**src/rtl/issue_scoreboard_pkg.sv**
```systemverilog
// Shared types and constants for the issue scoreboard: register index width,
// register count and the issue-slot FSM state encoding.
package issue_scoreboard_pkg;

  localparam int REG_IDX_W = 5;
  localparam int NUM_REGS  = 32;

  typedef logic [REG_IDX_W-1:0] reg_idx_t;

  typedef enum logic [1:0] {
    EMPTY    = 2'd0,
    FULL     = 2'd1,
    FLUSHING = 2'd2
  } issue_state_t;

endpackage

```
**src/rtl/issue_scoreboard_bits.sv**
```systemverilog
// Pending-destination bitmap (scoreboard_bits): one bit per architectural register,
// set on issue of a writer, cleared on writeback, wiped on flush. x0 is never tracked.
module scoreboard_bits
  import issue_scoreboard_pkg::*;
(
  input  logic                clk,
  input  logic                reset_n,
  input  logic                set_en_i,
  input  reg_idx_t            set_idx_i,
  input  logic                clr_en_i,
  input  reg_idx_t            clr_idx_i,
  input  logic                flush_i,
  output logic [NUM_REGS-1:0] pending_o
);

  logic [NUM_REGS-1:0] pending_q, pending_d;

  // Set and clear never target the same index: a writer only issues when its rd is idle.
  always_comb begin
    pending_d = pending_q;
    if (flush_i) begin
      pending_d = '0;
    end else begin
      if (clr_en_i) pending_d[clr_idx_i] = 1'b0;
      if (set_en_i) pending_d[set_idx_i] = 1'b1;
    end
    pending_d[0] = 1'b0;
  end

  always_ff @(posedge clk or negedge reset_n) begin
    if (!reset_n) pending_q <= '0;
    else          pending_q <= pending_d;
  end

  assign pending_o = pending_q;

endmodule

```
**src/rtl/issue_scoreboard.sv**
```systemverilog
// Register-hazard issue scoreboard: holds one decoded instruction in an issue slot
// and stalls decode on RAW/WAW hazards or a full in-flight budget.
// Optional stall counter enabled by defining ISSUE_STALL_CNT_EN.
module issue_scoreboard
  import issue_scoreboard_pkg::*;
#(
  parameter int MAX_INFLIGHT = 8,
  localparam int CNT_W = $clog2(MAX_INFLIGHT + 1)
) (
  input  logic                clk,
  input  logic                reset_n,
  input  logic                dec_valid,
  output logic                dec_ready,
  input  reg_idx_t            dec_rs1,
  input  reg_idx_t            dec_rs2,
  input  reg_idx_t            dec_rd,
  input  logic                dec_en_rs1,
  input  logic                dec_en_rs2,
  input  logic                dec_en_rd,
  output logic                iss_valid,
  input  logic                iss_ready,
  output reg_idx_t            iss_rs1,
  output reg_idx_t            iss_rs2,
  output reg_idx_t            iss_rd,
  output logic                iss_en_rd,
  input  logic                wb_valid,
  input  reg_idx_t            wb_rd,
  input  logic                flush,
  output logic [NUM_REGS-1:0] busy,
  output logic [CNT_W-1:0]    inflight,
  output logic [31:0]         stall_cnt,
  output issue_state_t        dbg_state
);

  // Handshakes: a transfer happens on a cycle where valid and ready are both high;
  // valid never waits on ready, and a held issue slot stays stable until taken.
  issue_state_t        state_q;
  logic                iss_valid_q, iss_en_rd_q;
  reg_idx_t            iss_rs1_q, iss_rs2_q, iss_rd_q;
  logic [CNT_W-1:0]    inflight_q, inflight_d;
  logic [NUM_REGS-1:0] pending;
  logic                hazard, accept, set_en, wb_hit;

  assign hazard = (dec_en_rs1 & pending[dec_rs1]) | (dec_en_rs2 & pending[dec_rs2]) |
                  (dec_en_rd & pending[dec_rd]) | (inflight_q == CNT_W'(MAX_INFLIGHT));

  assign dec_ready = reset_n & ~hazard & ~flush & (state_q != FLUSHING) &
                     (~iss_valid_q | iss_ready);
  assign accept    = dec_valid & dec_ready;
  assign set_en    = accept & dec_en_rd & (dec_rd != '0);
  assign wb_hit    = wb_valid & (wb_rd != '0) & pending[wb_rd] & ~flush;

  scoreboard_bits u_bits (
    .clk       (clk),
    .reset_n   (reset_n),
    .set_en_i  (set_en),
    .set_idx_i (dec_rd),
    .clr_en_i  (wb_hit),
    .clr_idx_i (wb_rd),
    .flush_i   (flush),
    .pending_o (pending)
  );

  always_comb begin
    inflight_d = inflight_q;
    if (flush)                inflight_d = '0;
    else if (set_en & ~wb_hit) inflight_d = inflight_q + CNT_W'(1);
    else if (~set_en & wb_hit) inflight_d = inflight_q - CNT_W'(1);
  end

  always_ff @(posedge clk or negedge reset_n) begin
    if (!reset_n) inflight_q <= '0;
    else          inflight_q <= inflight_d;
  end

  always_ff @(posedge clk or negedge reset_n) begin
    if (!reset_n) begin
      state_q     <= EMPTY;
      iss_valid_q <= 1'b0;
      iss_rs1_q   <= '0;
      iss_rs2_q   <= '0;
      iss_rd_q    <= '0;
      iss_en_rd_q <= 1'b0;
    end else if (flush) begin
      state_q     <= FLUSHING;
      iss_valid_q <= 1'b0;
    end else begin
      case (state_q)
        EMPTY, FULL: begin
          if (accept) begin
            state_q     <= FULL;
            iss_valid_q <= 1'b1;
            iss_rs1_q   <= dec_rs1;
            iss_rs2_q   <= dec_rs2;
            iss_rd_q    <= dec_rd;
            iss_en_rd_q <= dec_en_rd & (dec_rd != '0);
          end else if (iss_valid_q & iss_ready) begin
            state_q     <= EMPTY;
            iss_valid_q <= 1'b0;
          end
        end
        FLUSHING: state_q <= EMPTY;
        default:  state_q <= EMPTY;
      endcase
    end
  end

`ifdef ISSUE_STALL_CNT_EN
  logic [31:0] stall_cnt_q, stall_cnt_d;

  always_comb begin
    stall_cnt_d = stall_cnt_q;
    if (dec_valid & hazard & ~flush & (stall_cnt_q != 32'hFFFF_FFFF))
      stall_cnt_d = stall_cnt_q + 32'd1;
  end

  always_ff @(posedge clk or negedge reset_n) begin
    if (!reset_n) stall_cnt_q <= '0;
    else          stall_cnt_q <= stall_cnt_d;
  end

  assign stall_cnt = stall_cnt_q;
`else
  assign stall_cnt = '0;
`endif

  assign iss_valid = iss_valid_q;
  assign iss_rs1   = iss_rs1_q;
  assign iss_rs2   = iss_rs2_q;
  assign iss_rd    = iss_rd_q;
  assign iss_en_rd = iss_en_rd_q;
  assign busy      = pending;
  assign inflight  = inflight_q;
  assign dbg_state = state_q;

endmodule
```
**config.mk**
```make
export PLATFORM = sky130hd
export DESIGN_NAME = issue_scoreboard
export DESIGN_NICKNAME = d
export VERILOG_FILES = /design/src/rtl/issue_scoreboard_pkg.sv /design/src/rtl/issue_scoreboard_bits.sv /design/src/rtl/issue_scoreboard.sv
export SDC_FILE = /design/constraint.sdc
export NUM_CORES = 1
export LEC_CHECK = 0
export BUFFER_PORTS_ARGS = -buffer_cell sky130_fd_sc_hd__buf_2
export CAP_MARGIN = 25
export CORE_ASPECT_RATIO = 1.75
export CORE_MARGIN = 5
export CORE_UTILIZATION = 50
export DETAILED_ROUTE_END_ITERATION = 6
export PLACE_DENSITY = 0.77
export SYNTH_ARGS = -nofsm -noshare
export SYNTH_HDL_FRONTEND = slang
export SYNTH_SLANG_ARGS = --single-unit
```
**constraint.sdc**
```tcl
create_clock -name clk -period 5.4 [get_ports clk]
set_clock_uncertainty 0.1 [all_clocks]
set_input_delay 1.08 -clock clk [delete_from_list [all_inputs] [get_ports clk]]
set_output_delay 1.08 -clock clk [all_outputs]
set_load 0.005 [all_outputs]
```
After elaboration in Yosys (flattened, before gate mapping):

Index checks and enable logic that the tools add are counted.
W data, S select, Z words.

* input bits: 29
* register bits: 54

* reduce and logical (&&, ||, !) cells: 11
* $lt $le $gt $ge: 6
* bitwise logic cells: 29
* muxes and demuxes: 27
* equal/unequal tests: 4
* $add $sub $neg: 2

Operators with widths (count)
* $mux W32: 4
* $and A32 B32 Y32: 1
* $not A32 Y32: 1
* $or A32 B32 Y32: 1
* $lt A5 B6 Y1 const B: 4
* $bmux W1 S5: 4
* $and A1 B1 Y1: 17
* $mux W4: 3
* $demux W1 S5: 2
* $ge A5 B1 Y1 const B: 2
* $mux W1: 10
* $reduce_bool A5 Y1: 2
* $mux W2: 4
* $reduce_bool A3 Y1: 2
* $not A1 Y1: 5
* $add A4 B1 Y4 const B: 1
* $eq A4 B4 Y1 const B: 1
* $ne A4 B4 Y1 const B: 1
* $or A1 B1 Y1: 4
* $sub A4 B1 Y4 const B: 1
* $reduce_and A3 Y1: 1
* $eq A2 B1 Y1 const B: 1
* $logic_and A1 B1 Y1: 2
* $logic_not A2 Y1: 1
* other kinds (4): 4

Depth between registers and ports, before layout:

Gate-level depths: netlist of the first run.

* depth in word-level cells: 19
* gate-level depth with buffers: 14
* mapped depth without buffers: 12

Hierarchy:

From an unflattened synthesis of the first run, not the netlist that was laid out.

* cells, all modules: 376
* area, all modules: 4032.6 µm²

By module, submodules not included
* issue_scoreboard: sequential area each 575.6 µm², instances 1, cells each 221, area an instance 2523.7 µm²
* scoreboard_bits: sequential area each 775.7 µm², instances 1, cells each 155, area an instance 1508.9 µm²

Worst setup path after synthesis of the first run:

No wires, ideal clock.

* kind: input to register
* from: input port dec_rs2[0]
* to: register inflight_q[3], in the netlist inflight[3]
* setup slack: 1.158 ns
* cell stages on the path: 13
* data required time: 5.221 ns
* setup time: 0.079 ns
* data arrival time: 4.063 ns
* path buffers: 1
* path through: buf_6 mux4_2 or4b_1 o41ai_1 nor4b_1 a221oi_4 nand2_4 or2_1 ha_1 a21o_1 a21oi_1 mux2i_1 mux2i_1

* cells in the longest elaborated chain, start to end: 17
* elaborated cells on any way between the ends: 20

RTL lines
* start, declared: line issue_scoreboard.sv:15 `input reg_idx_t dec_rs2,`
* $bmux W1 S5 (*): line issue_scoreboard.sv:44 `assign hazard = (dec_en_rs1 & pending[dec_rs1]) | (dec_en_rs2 & pending[dec_rs2]) |`
* $mux W1 (implied by the code) (*): line issue_scoreboard.sv:44
* $and A1 B1 Y1 (*): line issue_scoreboard.sv:44
* $or A1 B1 Y1 (*) (2 in series): line issue_scoreboard.sv:44
* $or A1 B1 Y1 (*): line issue_scoreboard.sv:45 `(dec_en_rd & pending[dec_rd]) | (inflight_q == CNT_W'(MAX_INFLIGHT));`
* $not A1 Y1 (*): line issue_scoreboard.sv:47 `assign dec_ready = reset_n & ~hazard & ~flush & (state_q != FLUSHING) &`
* $and A1 B1 Y1 (*) (4 in series): line issue_scoreboard.sv:47
* $and A1 B1 Y1 (*): line issue_scoreboard.sv:49 `assign accept = dec_valid & dec_ready;`
* $and A1 B1 Y1 (*) (2 in series): line issue_scoreboard.sv:50 `assign set_en = accept & dec_en_rd & (dec_rd != '0);`
* $and A1 B1 Y1 / $not A1 Y1 (equally long branches): line issue_scoreboard.sv:67, issue_scoreboard.sv:68
* $mux W4 / $and A1 B1 Y1 (equally long branches): line issue_scoreboard.sv:67, issue_scoreboard.sv:68
* $mux W4 / $reduce_bool A3 Y1 (equally long branches)
* end signal, assigned: line issue_scoreboard.sv:73 `else inflight_q <= inflight_d;`
* end, declared: line issue_scoreboard.sv:40 `logic [CNT_W-1:0] inflight_q, inflight_d;`

Mark *: on every way between the ends. The rest lies on a longest branch, timed or not. The select of a mux whose other input is x is not followed.
A chain may end at the register's enable or synchronous reset.

Worst setup path after layout of the first run:

* from: input port dec_rd[1]
* to: output port dec_ready

* cells in the longest elaborated chain, start to end: 10

RTL lines
* start, declared: line issue_scoreboard.sv:16 `input reg_idx_t dec_rd,`
* $bmux W1 S5: line issue_scoreboard.sv:45
* $mux W1 (implied by the code): line issue_scoreboard.sv:45
* $and A1 B1 Y1: line issue_scoreboard.sv:45
* $or A1 B1 Y1: line issue_scoreboard.sv:44
* $or A1 B1 Y1: line issue_scoreboard.sv:45
* $not A1 Y1: line issue_scoreboard.sv:47
* $and A1 B1 Y1 (4 in series): line issue_scoreboard.sv:47
* end, declared: line issue_scoreboard.sv:13 `output logic dec_ready,`

No other way between the ends. The select of a mux whose other input is x is not followed.

==> results of run 1 <==
## sequential cells by signal, summed over array words and instances, names as in the netlist
| register | count |
|---|---|
| u_bits.pending_o | 31 |
| iss_rd | 5 |
| iss_rs1 | 5 |
| iss_rs2 | 5 |
| inflight | 4 |
| dbg_state | 2 |
| iss_en_rd | 1 |
| iss_valid | 1 |
## power by group
group          switching [W]  internal [W]  total, W
clock               0.000147      0.000219  0.000367
combinational      0.0000951     0.0000808  0.000176
sequential         0.0000164      0.000435  0.000451
## logic make-up after synthesis
kind of cell               Yosys count  share of synthesized area [%]
AOI/OAI and AO/OA                   98                          15.80
xor gates and xnor gates             1                         0.2152
adders and majority gates            3                          1.107
buffers and inverters               71                          10.33
DFF                                 54                          33.20
muxes                               63                          23.55
other                                1                        0.09213
and+or+nand+nor                    102                          15.71
## final cells by class
class	count	area (µm²)	share of cell area (%)
multi-input combinational	300	2419	53.24
sequential	54	1351	29.74
timing repair buffer	88	452.9	9.970
clock buffer	6	128.9	2.837
tap	90	112.6	2.479
inverter	11	41.29	0.9088
clock inverter	2	37.54	0.8262
## worst paths after layout
check | to | slack (ns) | depth (start not counted)
min | iss_rs2[3]$_DFFE_PN0P_ | 0.38 | 1
min reg2reg | iss_rs2[3]$_DFFE_PN0P_ | 0.38 | 1
min in group asynchronous | u_bits.pending_o[2]$_DFF_PN0_ | 0.91 | 2
max | dec_ready | 0.89 | 9
max in group asynchronous | iss_rs1[0]$_DFFE_PN0P_ | 3.83 | 2
max reg2reg | inflight[3]$_DFFE_PN0P_ | 1.53 | 12
## through the flow
step / total power (W) / instances
after global routing: 0.001035 / 551
after CTS: 0.001001 / 551
final: 0.0009938 / 551
after global placement: 0.0006300 / 543
after floorplan: 0.0005787 / 425
after detailed placement: 0.0006360 / 543
## metal layers
metal / vias up / routed length (µm)
met5: - / 0
met4: 0 / 520
met3: 41 / 1088
met2: 257 / 6297
met1: 1757 / 4390
li1: 1555 / -
## worst register-to-register path: stages (launching register included)
cell,delay [ns]
dfrtp_1,0.48
mux4_2,0.48
or4b_1,0.47
o41ai_1,0.08
nor4b_1,0.13
a221oi_4,0.43
nand2_4,0.25
or2_1,0.34
ha_1,0.28
a21o_1,0.17
a21oi_1,0.17
mux2i_1,0.23
mux2i_1,0.20
## Yosys cell counts (10+ instances only)
library cell  number
dfrtp_1           54
a21oi_1           10
nand3b_1          10
nor2b_1           29
clkbuf_1          20
mux4_2            20
buf_4             34
o31ai_1           10
o21ai_0           43
mux2i_1           20
nand2_1           12
## cells in the final DEF (no fill, tap or decap), types with 2 or more instances in the layout
cell / count
or4_1: 7
conb_1: 33
clkbuf_16: 5
inv_1: 9
buf_2: 83
a211oi_1: 5
nor3_1: 4
or2_2: 3
nor4b_1: 4
o21ai_0: 43
mux2_4: 9
or3_1: 2
nand3_1: 6
a21oi_1: 10
nand2_1: 12
o41ai_1: 9
o31ai_1: 10
or2_1: 2
mux2i_1: 20
nand3b_1: 10
buf_4: 5
ha_1: 2
nand2b_1: 6
mux2_1: 8
o22ai_1: 5
mux4_2: 20
nor2b_1: 29
dfrtp_1: 54
mux2_2: 5
and3_1: 3
nor2_1: 6
==> summary.md, run 1 <==
| Metric | Value |
|---|---|
| #FFs+latches synth | `54` |
| PnR worst setup slack | `slightly below 0.9 ns` |
| Crit path DAT | `between 3 and 4 ns` |
| Filler cells | `about 720` |
| VDD IR max | `between 100 and 150 µV` |
| Yosys synthesis warning count | `0` |
| Worst-path cell chain | `buf_2 -> buf_4 -> mux2i_1 -> nor2_1 -> a2111oi_0 -> o22ai_1 -> a221oi_4 -> o21a_4 -> buf_2` |
| Hold WC Path Type | `flip-flop to flip-flop` |
| Core box area | `0.007963 mm²` |
| Die area | `0.01012 mm²` |
| Req. time, crit path | `approximately 4.2 ns` |
| Longest Clk Path Bufs | `2` |
| Origin of the critical flop-to-flop path | `u_bits.pending_o[22]$_DFF_PN0_` |
| Period minus WS final | `4.507 ns` |
| Skew-Pair Late Insertion Delay | `~0.30 ns` |
| Placer congestion estimate | `between 0.9 and 1` |
| Tcrit/Tclk final | `a little over four fifths` |
| Top cells by area, synth | `dfrtp_1 33%, mux4_2 11%, buf_4 6.3%` |
| Worst path top cell family by delay | `compound AO/OA/AOI/OAI gates` |
| Area leader, netlist | `dfrtp_1` |
| First-pass GRT wire length | `between 15 and 20 mm` |
| PostCTS Resize Cnt | `0` |
| Placed cell area | `0.004377 mm²` |
| Cell repeated most along the worst path | `buf_2` |
| Global routing usage on met1 | `between 20% and 30%` |
| Max stage delay on crit path | `around 0.40 ns` |
| Routed Antenna Nets | `0` |
| Grt total ovfl | `0` |
| Vias/cell | `about 6.6` |
| Number of synthesized flops with an enable pin | `0` |
| Final Hold Viols | `0` |
| Setup TNS | `0 ns` |
| Peak Freq | `approximately 220 MHz` |
| Synth Cell Area | `~0.0041 mm²` |
| Status | `finished clean` |
| H-tree Lvls | `2` |
| Total track usage | `around a quarter` |
| Max-slew violation count | `0` |
| M2 GR Usage | `41.62%` |
| Critical path type | `input port to output pin` |
| Antenna cells | `0` |
| Final core occ | `between 50% and 60%` |
| Netlist cell types | `61` |
| Seq/Total Area, Yosys | `approximately a third` |
| Buffers and inverters on the worst path | `3` |
| I/O Pins | `~120` |
| Power per cell area | `218.7 mW/mm²` |
| Static leakage | `2.129 nW` |
| Die X | `between 70 and 80 µm` |
| Worst Path Max Fanout | `20` |
| CP Capture Type | `output pin` |
| Hold_buf cts | `0` |
| Synth Flop Type | `dfrtp_1` |
| Ys async rst share | `100.0%` |
| Die Y | `approximately 130 µm` |
| DR pass1 iterations | `5` |
| Area Growth Syn to Fin | `11.62%` |
| Largest net degree at the start of global routing | `between 50 and 60` |
| Post-route cell area | `0.004543 mm²` |
| Final HPWL DP | `around 9.1 mm` |
| Crit path launch type | `input port` |
| IO Port Bufs | `83` |
| Vias | `~3600` |
| # DRC | `0` |
| Synth Instances | `~390` |
| Final Hold Slack | `around 0.38 ns` |
| CTS tree | `done` |
| Worst-path cell with the longest stage delay | `a2111oi_0` |
| Initial Util | `roughly half` |
| Cell Rows | `43` |
| RSZ-0062 raised after global routing | `no` |
| Nets | `492` |
| Initial DRC count | `~350` |
| Post-CTS Setup Repair Bufs | `0` |
| GR peak layer | `met2` |
| Worst Tran Pin Value | `0.6885 ns` |
| M3 GR Usage | `approximately 4.9%` |
| Number of antenna violations at the first check in global routing | `0` |
| CTS sink cnt | `54` |
| Final setup viols | `0` |
| Vias in the first global route | `roughly 3500` |
| Share of the synthesized area in the top cell type | `between 30% and 40%` |
| Clock-pin transition on the worst setup and hold timing paths | `~0.06 ns` |
| Hold_sp | `iss_rs2[3]$_DFFE_PN0P_` |
| Routed Wire Length | `between 10 and 15 mm` |
| Rel. slew slack | `between 50% and 60%` |
| DR WL/cell | `~22 µm` |
| Max-cap violations | `0` |
| Avg Inst Size Synth | `10.36 µm²` |
| Layout cells sized above 1 | `30.15%` |
| Clk root buf | `clkbuf_16` |
| Critical Path Source | `dec_rd[1]` |
| CTS Buf Count | `5` |
| Post-place setup slack | `0.6474 ns` |
Note: power is estimated with default switching activity, not from simulation.
==> run 2: changes to the inputs <==
--- a/config.mk
+++ b/config.mk
@@ -5,11 +5,12 @@
 export SDC_FILE = /design/constraint.sdc
 export NUM_CORES = 1
 export LEC_CHECK = 0
+export ABC_AREA = 1
 export BUFFER_PORTS_ARGS = -buffer_cell sky130_fd_sc_hd__buf_2
 export CAP_MARGIN = 25
 export CORE_ASPECT_RATIO = 1.75
 export CORE_MARGIN = 5
-export CORE_UTILIZATION = 50
+export CORE_UTILIZATION = 48
 export DETAILED_ROUTE_END_ITERATION = 6
 export PLACE_DENSITY = 0.77
 export SYNTH_ARGS = -nofsm -noshare
==> constraint.sdc (replaced) <==
create_clock -name clk -period 4 [get_ports clk]
set_clock_uncertainty 0.1 [all_clocks]
set_input_delay 0.8 -clock clk [delete_from_list [all_inputs] [get_ports clk]]
set_output_delay 0.8 -clock clk [all_outputs]
set_load 0.005 [all_outputs]
==> summary.md, run 2 <==
| Metric | Value |
|---|---|
| Post-CTS Setup Repair Bufs | `0 (unchanged)` |
| DR pass1 iterations | `5 (unchanged)` |
| Share of the synthesized area in the top cell type | `31.61% (-1.6 points)` |
| Critical path type | `input port to flip-flop` |
| Logic pwr share | `19.6% (+1.9 points)` |
| Crit path DAT | `3.38 ns (+0.05 ns)` |
| Initial Util | `49.31% (-1.8 points)` |
| # DRC | `0 (unchanged)` |
| Max-cap violations | `0 (unchanged)` |
| Die Y | `134.9 µm (+4.2%)` |
| Synth Cell Area | `0.004275 mm² (+5.0%)` |
| Largest register FFs | `31 (unchanged)` |
| Hold WC Path Type | `flip-flop to flip-flop` |
| Rel. slew slack | `49.21% (-4.9 points)` |
| DR WL/cell | `18.10 µm (-19%)` |
| Initial DRC count | `478 (+38%)` |
| Tcrit/Tclk final | `82.23%` |
| Static leakage | `2.427 nW (+14%)` |
| Clock Power Share | `36.8% (about the same)` |
| M2 GR Usage | `49.95% (+8.3 points)` |
| PostCTS Resize Cnt | `0 (unchanged)` |
| Vias in the first global route | `4653 (+32%)` |
| RSZ-0062 raised after global routing | `no` |
| Avg Inst Size Synth | `6.468 µm² (-38%)` |
| CTS sink cnt | `54 (unchanged)` |
| Die X | `81.34 µm (+4.0%)` |
| H-tree Lvls | `2 (unchanged)` |
| Largest net degree at the start of global routing | `55 (unchanged)` |
| I/O Pins | `117 (unchanged)` |
| Die area | `0.01097 mm² (+8.4%)` |
| Netlist cell types | `35 (-43%)` |
| Period minus WS final | `about 3.3 ns` |
| Post-synth top cells | `220 x nand2_1, 128 x nand3_1, 57 x inv_1` |
| Combined area of the multi-input logic cells | `0.002370 mm² (-2.0%)` |
| Most frequent cells in the layout | `220 x nand2_1, 128 x nand3_1, 83 x buf_2` |
| Setup TNS | `0 ns (unchanged)` |
| Sw frac | `30.03% (+4.0 points)` |
| Top cells by area, synth | `dfrtp_1 32%, nand2_1 19%, nand3_1 15%` |
| Number of synthesized flops with an enable pin | `0 (unchanged)` |
| Area Growth Syn to Fin | `13.70%` |
| Layout cells sized above 1 | `18.71% (-11 points)` |
| Req. time, crit path | `4.10 ns (-0.12 ns)` |
| Global routing usage on met1 | `32.42% (+2.7 points)` |
| Grt total ovfl | `0 (unchanged)` |
| Seq pwr share | `43.5% (-1.9 points)` |
| Vias/cell | `5.642 (-14%)` |
| CTS tree | `done` |
| Synth Instances | `661 (+68%)` |
| Clk root buf | `clkbuf_16` |
| Ys async rst share | `100.0% (unchanged)` |
| Power per cell area | `288.9 mW/mm² (+32%)` |
| GR peak layer | `met2` |
| Vias | `4852 (+34%)` |
| CP Capture Type | `flip-flop` |
| Final Power | `0.001404 W (+41%)` |
| VDD IR max | `233.3 µV (+100%)` |
| Final HPWL DP | `12.01 mm (+32%)` |
| Hold_buf cts | `0 (unchanged)` |
| Placer congestion estimate | `0.9703 (-0.48%)` |
| Status | `finished clean` |
| Clock-pin transition on the worst setup and hold timing paths | `0.07 ns (about the same)` |
| Number of antenna violations at the first check in global routing | `0 (unchanged)` |
| IO Port Bufs | `83 (unchanged)` |
| Pint | `0.0009827 W (+34%)` |
| Area leader, netlist | `dfrtp_1` |
| Psw | `0.0004217 W (+63%)` |
| Nets | `774 (+57%)` |
| Final Hold Viols | `0 (unchanged)` |
| Antenna cells | `0 (unchanged)` |
| Total track usage | `29.18% (+4.5 points)` |
| Cell Rows | `45 (+4.7%)` |
| CTS Buf Count | `5 (unchanged)` |
| Crit path launch type | `input port` |
| Yosys synthesis warning count | `0 (unchanged)` |
| Worst Path Max Fanout | `16 (-20%)` |
| Peak Freq | `between 300 and 400 MHz` |
| Filler cells | `910 (+27%)` |
| Commonest non-fill, non-tap cell in the layout | `nand2_1` |
| Core box area | `0.008671 mm² (+8.9%)` |
| Skew-Pair Late Insertion Delay | `0.30 ns (about the same)` |
| Routed Antenna Nets | `0 (unchanged)` |
| Synth Flop Type | `dfrtp_1` |
| Longest Clk Path Bufs | `2 (unchanged)` |
| Max-slew violation count | `0 (unchanged)` |
| First-pass GRT wire length | `24.32 mm (+25%)` |
| Count leader, synth | `nand2_1` |
| #FFs+latches synth | `54 (unchanged)` |
| Worst Tran Pin Value | `0.7591 ns (+0.07057 ns)` |
| Final setup viols | `0 (unchanged)` |
| Sequential cell area | `0.001351 mm² (unchanged)` |
| Routed Wire Length | `15.56 mm (+27%)` |
| M3 GR Usage | `5.140% (+0.20 points)` |
| Seq/Total Area, Yosys | `31.61% (-1.6 points)` |
## run 2: cell count changes after synthesis, moves of 22 or more
cell	change
inv_1	+48
o21ai_0	-26
a21oi_1	+22
nand3_1	+122
nor2b_1	-29
nand2_1	+208
## run 2: kinds of logic (layout without fill, tap and decap cells)
group / Yosys count / count (layout) / synth area share, %
and+or+nand+nor: 390 / 390 / 40.74
buffers and inverters: 129 / 179 / 15.77
AOI/OAI and AO/OA: 83 / 83 / 10.54
DFF: 54 / 54 / 31.61
adders and majority gates: 3 / 3 / 1.053
other: 1 / 33 / 0.08771
xor gates and xnor gates: 1 / 1 / 0.2049
## run 2: worst paths after layout
path                                                 from                              to  slack (ns)  depth (start not counted)
setup reg to reg           u_bits.pending_o[22]$_DFF_PN0_         inflight[3]$_DFFE_PN0P_        1.11                         19
min in group asynchronous                         reset_n  u_bits.pending_o[27]$_DFF_PN0_        0.61                          2
setup / recovery                                dec_rd[0]         inflight[3]$_DFFE_PN0P_        0.71                         20
hold reg to reg                    iss_rs1[4]$_DFFE_PN0P_          iss_rs1[4]$_DFFE_PN0P_        0.39                          2
max in group asynchronous                         reset_n           iss_rd[2]$_DFFE_PN0P_        2.71                          2
hold / removal                     iss_rs1[4]$_DFFE_PN0P_          iss_rs1[4]$_DFFE_PN0P_        0.39                          2
## run 2: final cells by class
class	count	area share, %
sequential	54	27.80
clock buffer	5	2.574
clock inverter	3	0.9781
timing repair buffer	103	11.63
multi-input combinational	510	48.75
inverter	68	5.251
tap	117	3.012
## run 2: per-stage QoR
step	instance area, µm²	utilization [%]	setup WS (ns)	std cells	hold slack, ns
finish	4861	56.06	0.7107	860	0.3876
global route	4861	56.06	0.3744	860	0.4078
CTS	4861	56.06	0.7241	860	0.3916
detailed placement	4688	54.07	0.4064	852	0.3731
global placement	4688	54.07	0.5250	852	0.3706
floorplan	4395	-	0.9216	693	0.3821
## run 2: power groups by stage
stage / registers, W / logic, W / clock network (W)
floorplan: 0.000625 / 0.000165 / 0
finish: 0.000611 / 0.000276 / 0.000517
global route: 0.000617 / 0.000306 / 0.000552
global placement: 0.000620 / 0.000271 / 0
CTS: 0.000612 / 0.000276 / 0.000524
detailed placement: 0.000622 / 0.000274 / 0
## run 2: critical path, stage by stage
cell,delay [ns]
buf_2,0.15
inv_2,0.23
nor2_1,0.21
nand2_1,0.10
nand3_1,0.07
nand2_1,0.07
nand2_1,0.05
nor2_1,0.09
nand2_1,0.09
a21oi_2,0.20
nand3_2,0.12
nor2_4,0.14
nand3_4,0.13
ha_1,0.35
nand2_1,0.08
nor2_1,0.04
a211oi_1,0.23
nand3_1,0.11
nand3_1,0.09
nand2_1,0.05
## run 2: routing by layer
layer / wire length (µm) / up-vias
li1: - / 2246
met1: 5367 / 2247
met3: 1166 / 78
met2: 7951 / 281
met4: 1076 / 0
met5: 0 / -
